File: config.mk
export PLATFORM = sky130hd
export DESIGN_NAME = gimbal_step_scheduler
export DESIGN_NICKNAME = d
export VERILOG_FILES = /design/src/rtl/gimbal_step_scheduler.sv
export SDC_FILE = /design/constraint.sdc
export NUM_CORES = 1
export LEC_CHECK = 0
export ABC_CLOCK_PERIOD_IN_PS = 2700
export CORE_MARGIN = 5
export CORE_UTILIZATION = 40
export CTS_BUF_LIST = sky130_fd_sc_hd__clkbuf_4 sky130_fd_sc_hd__clkbuf_8
export DETAILED_ROUTE_END_ITERATION = 8
export PLACE_DENSITY = 0.6
export SKIP_CTS_REPAIR_TIMING = 1
export SYNTH_ARGS = -nofsm -noshare
export SYNTH_HDL_FRONTEND = slang
export SYNTH_SLANG_ARGS = --single-unit
File: constraint.sdc
create_clock -name clk4mhz -period 2.7 [get_ports clk4mhz]
set_clock_uncertainty 0.1 [all_clocks]
set_input_delay 0.27 -clock clk4mhz [delete_from_list [all_inputs] [get_ports clk4mhz]]
set_output_delay 0.27 -clock clk4mhz [all_outputs]
set_load 0.02 [all_outputs]
File: src/rtl/gimbal_step_scheduler.sv
// gimbal_step_scheduler
// Turns the per-field tracking decision into step/dir/enable drive for the
// azimuth and elevation stepper axes. A frame supervisor latches the axis
// commands and tracks how long the target has been lost; one axis sequencer
// per motor times direction setup, the step pulse and the inter-step gap.

module gimbal_step_axis #(
  parameter int FAST_DIV  = 4000,
  parameter int SLOW_DIV  = 16000,
  parameter int PULSE_W   = 8,
  parameter int DIR_SETUP = 20,
  parameter int CNT_W     = 16
) (
  input  logic clk,
  input  logic reset_n,
  input  logic cmd_active,
  input  logic cmd_dir,
  input  logic cmd_fast,
  input  logic en_req,
  output logic step,
  output logic dir,
  output logic en
);

  localparam logic [1:0] ST_IDLE  = 2'd0;
  localparam logic [1:0] ST_SETUP = 2'd1;
  localparam logic [1:0] ST_PULSE = 2'd2;
  localparam logic [1:0] ST_GAP   = 2'd3;

  // Counter reload values; every load means "stay here for value+1 cycles".
  localparam logic [CNT_W-1:0] CNT_ZERO   = {CNT_W{1'b0}};
  localparam logic [CNT_W-1:0] CNT_ONE    = CNT_W'(1);
  localparam logic [CNT_W-1:0] PULSE_LOAD = CNT_W'(PULSE_W - 1);
  localparam logic [CNT_W-1:0] SETUP_LOAD = CNT_W'(DIR_SETUP - 1);
  localparam logic [CNT_W-1:0] FAST_GAP   = CNT_W'(FAST_DIV - PULSE_W - 1);
  localparam logic [CNT_W-1:0] SLOW_GAP   = CNT_W'(SLOW_DIV - PULSE_W - 1);

  logic [1:0]       state_r;
  logic [1:0]       state_s;
  logic [1:0]       go_state_s;
  logic [CNT_W-1:0] cnt_r;
  logic [CNT_W-1:0] cnt_s;
  logic [CNT_W-1:0] go_cnt_s;
  logic             dir_r;
  logic             dir_s;
  logic             go_dir_s;
  logic             step_r;
  logic             en_r;

  // Step decision shared by IDLE and the end of GAP: start a pulse, or
  // first move dir and wait out the setup time.
  always_comb begin
    go_state_s = ST_IDLE;
    go_cnt_s   = cnt_r;
    go_dir_s   = dir_r;
    if (cmd_active) begin
      if (cmd_dir != dir_r) begin
        go_state_s = ST_SETUP;
        go_cnt_s   = SETUP_LOAD;
        go_dir_s   = cmd_dir;
      end else begin
        go_state_s = ST_PULSE;
        go_cnt_s   = PULSE_LOAD;
      end
    end else begin
      go_state_s = ST_IDLE;
    end
  end

  // Axis sequencer next-state logic; PULSE and GAP always run to completion.
  always_comb begin
    state_s = state_r;
    cnt_s   = cnt_r;
    dir_s   = dir_r;
    case (state_r)
      ST_IDLE: begin
        state_s = go_state_s;
        cnt_s   = go_cnt_s;
        dir_s   = go_dir_s;
      end
      ST_SETUP: begin
        if (cnt_r == CNT_ZERO) begin
          state_s = ST_PULSE;
          cnt_s   = PULSE_LOAD;
        end else begin
          cnt_s = cnt_r - CNT_ONE;
        end
      end
      ST_PULSE: begin
        if (cnt_r == CNT_ZERO) begin
          state_s = ST_GAP;
          cnt_s   = cmd_fast ? FAST_GAP : SLOW_GAP;
        end else begin
          cnt_s = cnt_r - CNT_ONE;
        end
      end
      ST_GAP: begin
        if (cnt_r == CNT_ZERO) begin
          state_s = go_state_s;
          cnt_s   = go_cnt_s;
          dir_s   = go_dir_s;
        end else begin
          cnt_s = cnt_r - CNT_ONE;
        end
      end
      default: begin
        state_s = ST_IDLE;
        cnt_s   = CNT_ZERO;
      end
    endcase
  end

  // Sequencer registers; step is the registered PULSE state so it is glitch
  // free and lags the state by one cycle, and dir only moves on SETUP entry.
  always_ff @(posedge clk or negedge reset_n) begin
    if (!reset_n) begin
      state_r <= ST_IDLE;
      cnt_r   <= CNT_ZERO;
      dir_r   <= 1'b0;
      step_r  <= 1'b0;
      en_r    <= 1'b0;
    end else begin
      state_r <= state_s;
      cnt_r   <= cnt_s;
      dir_r   <= dir_s;
      step_r  <= (state_r == ST_PULSE);
      en_r    <= en_req | (en_r & (state_s != ST_IDLE));
    end
  end

  assign step = step_r;
  assign dir  = dir_r;
  assign en   = en_r;

endmodule

module gimbal_step_scheduler #(
  parameter int FAST_DIV    = 4000,
  parameter int SLOW_DIV    = 16000,
  parameter int PULSE_W     = 8,
  parameter int DIR_SETUP   = 20,
  parameter int LOST_FRAMES = 4,
  parameter int CNT_W       = 16
) (
  input  logic clk4mhz,
  input  logic reset_n,
  input  logic frame_valid,
  input  logic target_valid,
  input  logic az_dir_in,
  input  logic el_dir_in,
  input  logic az_fast,
  input  logic el_fast,
  input  logic az_hold,
  input  logic el_hold,
  output logic az_step,
  output logic az_dir,
  output logic az_en,
  output logic el_step,
  output logic el_dir,
  output logic el_en,
  output logic tracking
);

  localparam int              LC_W     = $clog2(LOST_FRAMES + 1);
  localparam logic [LC_W-1:0] LOST_MAX = LC_W'(LOST_FRAMES);
  localparam logic [LC_W-1:0] LC_ZERO  = {LC_W{1'b0}};
  localparam logic [LC_W-1:0] LC_ONE   = LC_W'(1);

  logic [LC_W-1:0] lost_cnt_r;
  logic [LC_W-1:0] lost_s;
  logic            tracking_r;
  logic            trk_s;
  logic            az_act_r, az_act_s;
  logic            az_cdir_r, az_cdir_s;
  logic            az_cfast_r, az_cfast_s;
  logic            el_act_r, el_act_s;
  logic            el_cdir_r, el_cdir_s;
  logic            el_cfast_r, el_cfast_s;

  // Frame supervisor: latch commands on a target field, count missed fields
  // and drop tracking plus both axis commands once the count saturates.
  always_comb begin
    lost_s     = lost_cnt_r;
    trk_s      = tracking_r;
    az_act_s   = az_act_r;
    az_cdir_s  = az_cdir_r;
    az_cfast_s = az_cfast_r;
    el_act_s   = el_act_r;
    el_cdir_s  = el_cdir_r;
    el_cfast_s = el_cfast_r;
    if (frame_valid) begin
      if (target_valid) begin
        lost_s     = LC_ZERO;
        trk_s      = 1'b1;
        az_act_s   = ~az_hold;
        az_cdir_s  = az_dir_in;
        az_cfast_s = az_fast;
        el_act_s   = ~el_hold;
        el_cdir_s  = el_dir_in;
        el_cfast_s = el_fast;
      end else if (lost_cnt_r != LOST_MAX) begin
        lost_s = lost_cnt_r + LC_ONE;
        if ((lost_cnt_r + LC_ONE) == LOST_MAX) begin
          trk_s    = 1'b0;
          az_act_s = 1'b0;
          el_act_s = 1'b0;
        end else begin
          trk_s = tracking_r;
        end
      end else begin
        lost_s = LOST_MAX;
      end
    end else begin
      lost_s = lost_cnt_r;
    end
  end

  // Supervisor registers; reset starts the block in the lost state.
  always_ff @(posedge clk4mhz or negedge reset_n) begin
    if (!reset_n) begin
      lost_cnt_r <= LOST_MAX;
      tracking_r <= 1'b0;
      az_act_r   <= 1'b0;
      az_cdir_r  <= 1'b0;
      az_cfast_r <= 1'b0;
      el_act_r   <= 1'b0;
      el_cdir_r  <= 1'b0;
      el_cfast_r <= 1'b0;
    end else begin
      lost_cnt_r <= lost_s;
      tracking_r <= trk_s;
      az_act_r   <= az_act_s;
      az_cdir_r  <= az_cdir_s;
      az_cfast_r <= az_cfast_s;
      el_act_r   <= el_act_s;
      el_cdir_r  <= el_cdir_s;
      el_cfast_r <= el_cfast_s;
    end
  end

  assign tracking = tracking_r;

  // Enables follow the next tracking value so they rise on the same edge.
  gimbal_step_axis #(
    .FAST_DIV (FAST_DIV),
    .SLOW_DIV (SLOW_DIV),
    .PULSE_W  (PULSE_W),
    .DIR_SETUP(DIR_SETUP),
    .CNT_W    (CNT_W)
  ) u_az (
    .clk       (clk4mhz),
    .reset_n   (reset_n),
    .cmd_active(az_act_r),
    .cmd_dir   (az_cdir_r),
    .cmd_fast  (az_cfast_r),
    .en_req    (trk_s),
    .step      (az_step),
    .dir       (az_dir),
    .en        (az_en)
  );

  gimbal_step_axis #(
    .FAST_DIV (FAST_DIV),
    .SLOW_DIV (SLOW_DIV),
    .PULSE_W  (PULSE_W),
    .DIR_SETUP(DIR_SETUP),
    .CNT_W    (CNT_W)
  ) u_el (
    .clk       (clk4mhz),
    .reset_n   (reset_n),
    .cmd_active(el_act_r),
    .cmd_dir   (el_cdir_r),
    .cmd_fast  (el_cfast_r),
    .en_req    (trk_s),
    .step      (el_step),
    .dir       (el_dir),
    .en        (el_en)
  );

endmodule

# [After elaboration in Yosys (flattened, before gate mapping)]
# Cells that the tools add are included.
[op_classes] addsub=3 bitwise=6 reduce_logical=14 eq_ne=12 mux=44
[op_table] cell="$mux 16" n=8
[op_table] cell="$pmux 16 s4" n=2
[op_table] cell="$logic_not 16->1" n=2
[op_table] cell="$sub 16x1->16 const B" n=2
[op_table] cell="$mux 14" n=2
[op_table] cell="$mux 2" n=10
[op_table] cell="$pmux 2 s4" n=2
[op_table] cell="$mux 1" n=14
[op_table] cell="$reduce_bool 2->1" n=6
[op_table] cell="$mux 5" n=2
[op_table] cell="$eq 2x2->1 const B" n=4
[op_table] cell="$mux 3" n=2
[op_table] cell="$reduce_and 2->1" n=3
[op_table] cell="$eq 2x1->1 const B" n=2
[op_table] cell="$logic_not 2->1" n=2
[op_table] cell="$ne 2x1->1 const B" n=2
[op_table] cell="$pmux 1 s2" n=2
[op_table] cell="$add 3x1->3 const B" n=1
[op_table] cell="$eq 3x3->1 const B" n=1
[op_table] cell="$ne 3x3->1 const B" n=1
[op_table] cell="$reduce_and 3->1" n=1
[op_table] cell="$and 1x1->1" n=2
[op_table] cell="$ne 1x1->1" n=2
[op_table] cell="$not 1->1" n=2
[op_table] cell="$or 1x1->1" n=2
[word_totals] inputBits=10 regBits=52

# [Longest topological paths before layout]
# Gate-level depths: netlist (run 1).
[logic_depth] ltp_word=8 ltp_mapped=8

# [Modules after synthesis]
# From an unflattened synthesis (run 1), not the netlist that was laid out.
[hier_totals] cells_unflattened=336 area_unflattened_um2=3151.8
[by_module_without_submodules] module="gimbal_step_axis (u_az)" area_each_um2=1343.8 instances=1 seq_area_each_um2=525.5 cells_each=147
[by_module_without_submodules] module="gimbal_step_axis (u_el)" area_each_um2=1331.3 instances=1 seq_area_each_um2=525.5 cells_each=147
[by_module_without_submodules] module="gimbal_step_scheduler" area_each_um2=476.7 instances=1 seq_area_each_um2=251.5 cells_each=42

# [Least setup slack after synthesis (run 1)]
# No wires, ideal clock.
[synth_path] kind="flip-flop to flip-flop" from="register u_az.cnt_r[0]" to="register u_az.cnt_r[4]" setup_slack_ns=0.327 arrival_ns=2.155 required_ns=2.482 setup_ns=0.118 n_path_buf=0 stages_incl_launch_ff=8 cell_sequence="dfrtp_1 > inv_1 > ha_1 > or4b_2 > or4_4 > a21oi_1 > o21ai_0 > a21o_1"
[synth_between] elab_chain_len=3 elab_cells_between_ends=6 cone_classes="1 x add/sub; 4 x mux; 1 x reduce/logical"
[synth_rtl] item="from (decl)" line="41" text="logic [CNT_W-1:0] cnt_r;"
[synth_rtl] item="from (signal assigned)" line="124" text="cnt_r <= cnt_s;"
[synth_rtl] item="$sub 16x1->16 or $logic_not 16->1 (tied branches)"
[synth_rtl] item="$mux 16 (on tied branches)" line="98, 82, 90"
[synth_rtl] item="$pmux 16 s4 *" line="75" text="case (state_r)"
[synth_rtl] item="net u_az.cnt_s[4]" line="42" text="logic [CNT_W-1:0] cnt_s;"
# Mark *: on every way through the listed nets, which the timed path passes. The rest lies on a longest branch.
# A chain may end at the register's enable or synchronous reset.

# [Final worst setup path (run 1)]
[layout_path] from="register u_az.cnt_r[0]" to="register u_az.cnt_r[12]"
# The elaborated chain is that of the path after synthesis.

==> results of run 1 <==
## cells by family (layout without fill, tap and decap cells)
logic type               after synthesis  after routing  share of synthesized area
adder cells (fa/ha/maj)                7              7                    0.02789
buffers and inverters                 31             48                    0.04063
multiplexers                           7              7                    0.02430
AND/OR/NAND/NOR                      132            132                     0.2108
XOR/XNOR                              15             15                    0.04183
AO/OA/AOI/OAI                        118            118                     0.2399
flip-flops                            52             52                     0.4147
## state kept, by name, summed over array words and instances, names as in the netlist
signal        flops
u_az.cnt_r       16
u_el.cnt_r       16
lost_cnt_r        3
u_az.state_r      2
u_el.state_r      2
az_act_r          1
az_cdir_r         1
az_cfast_r        1
el_act_r          1
el_cdir_r         1
el_cfast_r        1
tracking          1
u_az.dir          1
u_az.en           1
u_az.step         1
u_el.dir          1
u_el.en           1
u_el.step         1
## critical path, stage by stage (launching register included)
cell      delay [ns]
dfrtp_1         0.44
inv_1           0.10
ha_1            0.13
or4b_2          0.62
or4_4           0.54
o21ai_0         0.37
a311oi_1        0.08
## placed cells by master, fill, tap and decap left out, types with 6 or more instances in the layout
| cell | instances |
|---|---|
| nand3_1 | 14 |
| xor2_1 | 8 |
| o22ai_1 | 6 |
| buf_4 | 10 |
| or3_1 | 7 |
| a21oi_1 | 32 |
| nor3_1 | 14 |
| nand2_1 | 32 |
| or4_1 | 6 |
| xnor2_1 | 7 |
| a31oi_1 | 9 |
| inv_1 | 14 |
| clkdlybuf4s50_1 | 15 |
| dfrtp_1 | 51 |
| nand2b_1 | 6 |
| o21ai_0 | 21 |
| nor4_1 | 7 |
| a21o_1 | 6 |
| ha_1 | 7 |
| o211ai_1 | 7 |
| nor2_1 | 28 |
## power breakdown
part           internal (mW)  total, mW  switching, mW
registers               1.04       1.38          0.341
logic                  0.530       1.15          0.619
clock network          0.280      0.568          0.288
total                   1.85       3.10           1.25
## worst min-delay path by stage
stage / start / end / slack (ns) / cells after the start
after floorplan: reset_n / az_act_r$_DFFE_PN0P_ / -0.13 / 0
after global placement: reset_n / u_az.step$_DFF_PN0_ / 0.34 / 2
after detailed placement: reset_n / u_az.step$_DFF_PN0_ / 0.35 / 2
after CTS: reset_n / u_el.cnt_r[7]$_DFF_PN0_ / 0.004 / 2
after global routing: reset_n / u_el.cnt_r[7]$_DFF_PN0_ / 0.04 / 2
final: reset_n / u_az.cnt_r[1]$_DFF_PN0_ / -0.03 / 2
## layer usage
layer | track usage | vias up
li1 | - | 1369
met1 | 0.2314 | 1324
met2 | 0.2418 | 60
met3 | 0.02831 | 6
met4 | 0.04202 | 0
met5 | 0 | -
## layout make-up
type                            instances  area (µm²)  area share
Clock inverter                          3       47.55     0.01338
Sequential cell                        52        1303      0.3664
Clock buffer                            5       68.82     0.01936
Multi-Input combinational cell        279        1725      0.4854
Tap cell                              102       127.6     0.03590
Timing Repair Buffer                   26       230.2     0.06477
Inverter                               14       52.55     0.01478
==> out/results.txt, run 1 <==
status: finished, violations left
failing checks: negative hold slack
via count: 2759
Synth Register Bits: 52
# clock sinks: 52
RePlAce Congestion: 0.8069
Distinct cells, synth: 52
Starting Density: 0.4085
total CTS buffers: 5
crit start category: register
Post-synth top cells: dfrtp_1, a21oi_1, nand2_1
routed length per instance: 15.60 µm
antenna violations before repair: 0
final net count: 395
Leak: 1.440 nW
reg-to-reg endpoint: u_az.cnt_r[12]$_DFF_PN0_
r2r setup slk: 0.18 ns
Post-DP Area: 0.003423 mm²
count leader, synth: dfrtp_1
GRT overflow: 0
Main synth FF type: dfrtp_1
Final Power: 3.099 mW
ant diodes: 0
DR top layer: met4
Worst Max-Slew Pin Slew: 0.7284 ns
Synthesized Nets: 379
drt first pass iters: 5
top cell type's share of synthesized area: 0.4064
Clk Latency, worst-skew pair: 0.32 ns
Layout area overhead: 13.19%
die width: 98.61 µm
RSZ-0062 raised after global routing: false
final setup TNS: 0 ns
Hold Fails Final Rpt: 51
reg2reg start: u_az.cnt_r[0]$_DFF_PN0_
Final WS setup: 0.1768 ns
Synth area leader: dfrtp_1
EDFF count, synth: 0
# setup viols final: 0
dpl cells: 473
Max-Slew Margin vs Limit: 0.5144
CTS tree: yes
CTS Root Cell: clkbuf_8
placed wire-length estimate: 5351 µm
maximum clock rate: 396.3 MHz
synth warn: 0
clock tree buffer depth: 2
DR DRC count: 0
Placement Setup Slack: 0.1410 ns
CP startpoint: u_az.cnt_r[0]$_DFF_PN0_
vias in the first global route: 2663
Synth Instances: 362
met2 WL post-DR: 3464 µm
critical path endpoint: u_az.cnt_r[12]$_DFF_PN0_
# IOs: 17
htree depth: 2
share of layout cells above drive strength 1: 0.09499
max cap viols: 0
drt total wl: 7502 µm
Max Slew Vio Count: 0
crit path DAT: 2.59 ns
Initial DRC Count: 168
CORE AREA: 0.007687 mm²
fin area: 0.003555 mm²
register clock-pin slew on the reported worst setup and hold paths: 0.10 ns
DIE AREA: 0.009723 mm²
Synth area leaders: dfrtp_1, a21oi_1, nand2_1, nor2_1, o21ai_0
# port buffers: 16
met3 wire length: 291 µm
Power Density: 871.9 mW/mm²
filler instances: 758
reg2reg path depth: 6
Avg Inst Size Synth: 8.675 µm²
HP Class: input port to asynchronous set/reset pin
Non-Filler Instances: 481
Syn Std Cell Area: 0.003141 mm²
Final Util: 0.4624
gr usage total: 0.1581
hold slack: -0.03107 ns
post-DR vias/cell: 5.736
post-route ant nets: 0
post-synthesis sequential area ratio: 0.4147
Crit Path Max Fanout: 13
Worst Path Class, Setup: register to register
largest net degree at the start of global routing: 53
critical path capture point type: register
number of placement rows: 32
met1 WL: 3674 µm
CP Data Required Time: 2.77 ns
maximum vdd drop: 0.3808 mV
die height: 98.61 µm
first-pass GRT wire length: 12740 µm
asr flop ratio synth: 1.000
fin crit share: 0.9345
Final min period: 2.523 ns
No activity file was read; power rests on OpenSTA's default activity.
==> run 2, diff against run 1 <==
- SLEW_MARGIN: not set -> 20
- SYNTH_HIERARCHICAL: not set -> 1
==> run 2 against run 1 <==
  * The flow now finishes without violations
  * Register-to-register slack improved by 0.28 ns
  * Final cell count decreased by 4.2%
  * Fmax increased by 12%
  * Hold slack improved by 0.44 ns
  * Non-clock buffer count increased by 5
  * Critical path depth decreased by 2
  * Critical path type unchanged
  * Critical endpoint is now u_az/cnt_r[15]$_DFF_PN0_
  * Largest power group unchanged
==> out/results.txt, run 2 <==
status: complete, no violations
vias in the first global route: 2624
Synth Register Bits: 52
Max Slew Vio Count: 0
clock tree buffer depth: 2
maximum clock rate: 445.4 MHz
Main synth FF type: dfrtp_1
largest registers: u_az/cnt_r (16), u_el/cnt_r (16), lost_cnt_r (3)
GRT overflow: 0
via count: 2713
Hold Fails Final Rpt: 0
Synthesized Nets: 351
Clk Latency, worst-skew pair: 0.30 ns
asr flop ratio synth: 1.000
first-pass GRT wire length: 12680 µm
critical path capture point type: register
CORE AREA: 0.007687 mm²
post-synthesis sequential area ratio: 0.4133
CP Data Required Time: 2.83 ns
Final Util: 0.4660
Synth Instances: 336
RePlAce Congestion: 0.8783
CTS tree: yes
largest net degree at the start of global routing: 29
total CTS buffers: 5
crit start category: register
drt total wl: 7462 µm
Crit Path Max Fanout: 9
Initial DRC Count: 181
fin crit share: 0.8315
post-route ant nets: 0
max cap viols: 0
htree depth: 2
number of placement rows: 32
EDFF count, synth: 0
Final min period: 2.245 ns
# clock sinks: 52
met3 global-route usage: 0.01982
placed wire-length estimate: 5354 µm
Max-Slew Margin vs Limit: 0.5201
die height: 98.77 µm
synth warn: 6
GRT met1 Usage: 0.2275
top cell type's share of synthesized area: 0.4049
Syn Std Cell Area: 0.003152 mm²
dpl cells: 452
Avg Inst Size Synth: 9.380 µm²
Non-Filler Instances: 461
Distinct cells, synth: 68
die width: 98.77 µm
crit path DAT: 2.38 ns
commonest non-fill, non-tap cells in the layout: dfrtp_1, o21ai_0, nand2_1, a21oi_1, inv_1
# IOs: 17
gr usage total: 0.1551
met2 GRT Util: 0.2402
Post-synth top cells: dfrtp_1, o21ai_0, nand2_1
register clock-pin slew on the reported worst setup and hold paths: 0.10 ns
antenna violations before repair: 0
CTS Root Cell: clkbuf_8
Placement Setup Slack: 0.4873 ns
# port buffers: 16
count leader, synth: dfrtp_1
commonest non-fill, non-tap cell in the layout: dfrtp_1
busiest grt layer: met2
Synth area leader: dfrtp_1
routed length per instance: 16.19 µm
filler instances: 753
final net count: 373
Layout area overhead: 13.66%
Worst Path Class, Setup: register to register
final setup TNS: 0 ns
HP Class: input port to asynchronous set/reset pin
Worst Max-Slew Pin Slew: 0.7143 ns
reg2reg start: u_az/cnt_r[4]$_DFF_PN0_
post-DR vias/cell: 5.885
DIE AREA: 0.009755 mm²
share of layout cells above drive strength 1: 0.1588
RSZ-0062 raised after global routing: false
drt first pass iters: 5
Power Density: 865.9 mW/mm²
Synth area leaders: dfrtp_1, o21ai_0, a21oi_1, nand2_1, mux2_2
DR DRC count: 0
ant diodes: 0
maximum vdd drop: 0.3256 mV
Final WS setup: 0.4549 ns
# setup viols final: 0
Starting Density: 0.4100
Final Power: 3.102 mW
Leak: 1.543 nW
CP startpoint: u_az/cnt_r[4]$_DFF_PN0_
==> run 2: changes by cell type after synthesis, sizes merged, moves of 6 or more <==
cell and change:
a21oi -12, nand2 -9, nand4 +11, nor2 -10
nor3 -6, xor2 -7
==> run 2: critical path, cell delays in order, from the launching register on <==
cell,delay (ns)
dfrtp_1,0.47
nor4_4,0.55
nand4_1,0.39
o22ai_2,0.45
a221o_1,0.22
==> run 2: per-layer routing <==
layer | vias up | part of all wire
met3 | 9 | 0.046
met4 | 0 | 0.013
met1 | 1315 | 0.49
met2 | 80 | 0.46
met5 | - | 0
li1 | 1309 | -
==> run 2: area by class of cell <==
cell class | instances | area, µm² | share of cell area
clock buffers | 5 | 68.82 | 0.01921
clock inverters | 3 | 42.54 | 0.01188
inverters | 19 | 71.32 | 0.01991
multi-input cells | 249 | 1699 | 0.4743
flip-flops and latches | 52 | 1303 | 0.3636
well taps | 102 | 127.6 | 0.03563
repair buffers | 31 | 270.3 | 0.07545
==> run 2: cells by family (layout without fill, tap and decap cells) <==
family                   after synthesis  after routing  synth area share
AND/OR/NAND/NOR                      127            127            0.2445
AO/OA/AOI/OAI                        100            100            0.2207
flip-flops                            52             52            0.4133
buffers and inverters                 35             58           0.04764
multiplexers                          10             10           0.03454
XOR/XNOR                               7              7           0.01945
adder cells (fa/ha/maj)                5              5           0.01985
==> run 2: report_power, final <==
group	internal, mW	total, mW	switching (mW)
Combinational	0.565	1.16	0.599
Clock	0.275	0.541	0.266
Sequential	1.03	1.40	0.369
Total	1.87	3.10	1.23
==> run 2: final timing paths <==
kind                       cells past startpoint  slack [ns]                        to
max in group asynchronous                      3        1.30   u_el/cnt_r[8]$_DFF_PN0_
min reg2reg                                    2        0.44  u_az/cnt_r[13]$_DFF_PN0_
min                                            2        0.41   u_el/cnt_r[6]$_DFF_PN0_
min in group clk4mhz                           2        0.44  u_az/cnt_r[13]$_DFF_PN0_
max reg2reg                                    4        0.45  u_az/cnt_r[15]$_DFF_PN0_
max                                            4        0.45  u_az/cnt_r[15]$_DFF_PN0_
==> run 2: metrics by stage <==
step                cell area [µm²]  hold WS (ns)
detailed placement             3461        0.2392
global placement               3461        0.2271
floorplan                      3152       -0.1256
finish                         3582        0.4111
CTS                            3572      -0.09627
global route                   3582        0.4622
==> variant, RTL diff (settings of run 1) <==
Add an input register stage for `target_valid`, without a reset; this delays it by one clock. The other inputs are not delayed to match.
--- a/src/rtl/gimbal_step_scheduler.sv
+++ b/src/rtl/gimbal_step_scheduler.sv
@@ -167,4 +167,10 @@
   localparam logic [LC_W-1:0] LC_ONE   = LC_W'(1);
 
+  logic target_valid_q;
+
+  always_ff @(posedge clk4mhz) begin
+    target_valid_q <= target_valid;
+  end
+
   logic [LC_W-1:0] lost_cnt_r;
   logic [LC_W-1:0] lost_s;
@@ -190,5 +196,5 @@
     el_cfast_s = el_cfast_r;
     if (frame_valid) begin
-      if (target_valid) begin
+      if (target_valid_q) begin
         lost_s     = LC_ZERO;
         trk_s      = 1'b1;
Check against the original RTL: not equivalent (Yosys sat finds a counterexample within 4 cycles, from zero or initial values and one cycle with reset_n low).
==> variant against run 1 <==
  * Final area grew 0.53%
  * Synthesized area grew 0.64%
  * Power shrank 1.9%
  * Wire length grew 1.1%
  * Count of clock-buffer cells in the layout is the same
  * Via count grew 0.65%
  * Setup slack lost 0.023 ns
  * Sequential cell count grew 1
  * Synthesized cell count grew 0.28%
  * Critical path depth grew 1
  * Highest routed layer unchanged
==> variant: results (changes against run 1) <==
* Peak supply drop: 0.000269 V (-29%)
- The number of buffers other than clock buffers in the final layout came to 29 (+12%).
- The relative area of clock buffers and inverters in the final design is 0.0263 (-0.00647).
* Total count of hold-check failures in the final report: 0 (-100%)
- The synthesized instance count was 363 (+0.28%).
- Maximum level of the CTS H-tree: 2 (unchanged)
* FF+latch count: 53 (+1.9%)
- The critical path ends at u_az.cnt_r[11].
- Fraction of registers with async set or reset after synthesis: 0.981 (-0.0189)
- The count of different cell masters after synthesis was 53 (+1.9%).
- The post-synthesis xor/xnor area fraction is 0.0416 (-0.000265).
- The worst hold slack came to 0.208 ns (+0.239 ns).
- Mux share of post-synthesis cell area: 0.0241 (-0.000154)
* Global-route congestion overflow total: 0 (unchanged)
* Area after DPL: 3460 um2 (+1.0%)
- Number of DRC markers after the initial detailed-route iteration: 160 (-4.8%)
- Dominant synthesized flop cell: sky130_fd_sc_hd__dfrtp_1
- The via count of the first global-routing pass is 2676 (+0.49%).
- Largest net degree at the start of global routing: 30 (-43%)
- The post-synthesis share of cell area spent on full adders, half adders and majority gates is 0.0277 (-0.000177).
- The compound-cell area share of the yosys netlist was 0.238 (-0.00152).
* Wire length of the first global-routing pass: 13.1 mm (+2.7%)
- The achievable frequency came to 393 MHz (-0.90%).
- The fraction of final layout cells sized beyond drive strength 1 came to 0.0966 (+0.00162).
- Die footprint: 9780 um2 (+0.58%)
* Global-route usage over all layers: 0.162 (+0.00359)
* Fraction of area in non-clock buffers: 0.0714 (+0.00666)
- The net count after synthesis was 380 (+0.26%).
- Net count, final: 399 (+1.0%)
* Most area-consuming cells after synthesis: sky130_fd_sc_hd__dfrtp_1 40%, sky130_fd_sc_hd__a21oi_1 5.2%, sky130_fd_sc_hd__nand2_1 3.8%, sky130_fd_sc_hd__nor2_1 3.3%, sky130_fd_sc_hd__o21ai_0 3.3%
* Status: finished clean
* Placed cell count: 476 (+0.63%)
* Fraction of area in multi-input gates: 0.482 (-0.00360)
- The detailed-route via count came to 2777 (+0.65%).
- The clock transition at the registers of the reported paths was 0.12 ns (+0.02 ns).
- Worst-case reg-to-reg path depth: 7 (+1)
- Worst setup timing slack at the placement stage: 0.138 ns (-0.00344 ns)
- Half-perimeter wire length after placement: 5.39 mm (+0.75%)
- Register-to-Register Setup Slack: 0.15 ns (-0.02 ns)
* Mean routed wirelength per cell: 15.6 um (+0.25%)
- Seq/Total Area, Yosys: 0.418 (+0.00371)
* Number of filler cells placed in the layout: 774 (+2.1%)
* Cell Count, Final, Fillers Out: 485 (+0.83%)
- The transition time at the pin with the least slew margin came to 0.763 ns (+0.0347 ns).
- The register area is 1320 um2 (+1.5%).
variant: cell types whose count changed in the layout (fill, tap and decap cells not counted):
cell,run 1,this run
sky130_fd_sc_hd__buf_4,10,12
sky130_fd_sc_hd__dlygate4sd3_1,0,1
sky130_fd_sc_hd__clkinvlp_4,0,1
sky130_fd_sc_hd__a21oi_1,32,33
sky130_fd_sc_hd__bufinv_16,1,0
sky130_fd_sc_hd__dfxtp_1,0,1
sky130_fd_sc_hd__inv_6,0,2
sky130_fd_sc_hd__a21oi_2,1,0
sky130_fd_sc_hd__clkinv_4,2,0
variant: routing by layer:
metal	routed length, um	share of wire	up-vias	global-route usage
met4	72	0.0095	0	0.0389
met3	337	0.044	8	0.0304
met2	3360	0.44	69	0.242
met5	0	0	-	0
met1	3820	0.50	1327	0.241
li1	-	-	1373	-
variant: where the power goes:
group | internal, W | switching [W]
sequential | 0.00106 | 0.000339
combinational | 0.000527 | 0.000623
clock | 0.000190 | 0.000304
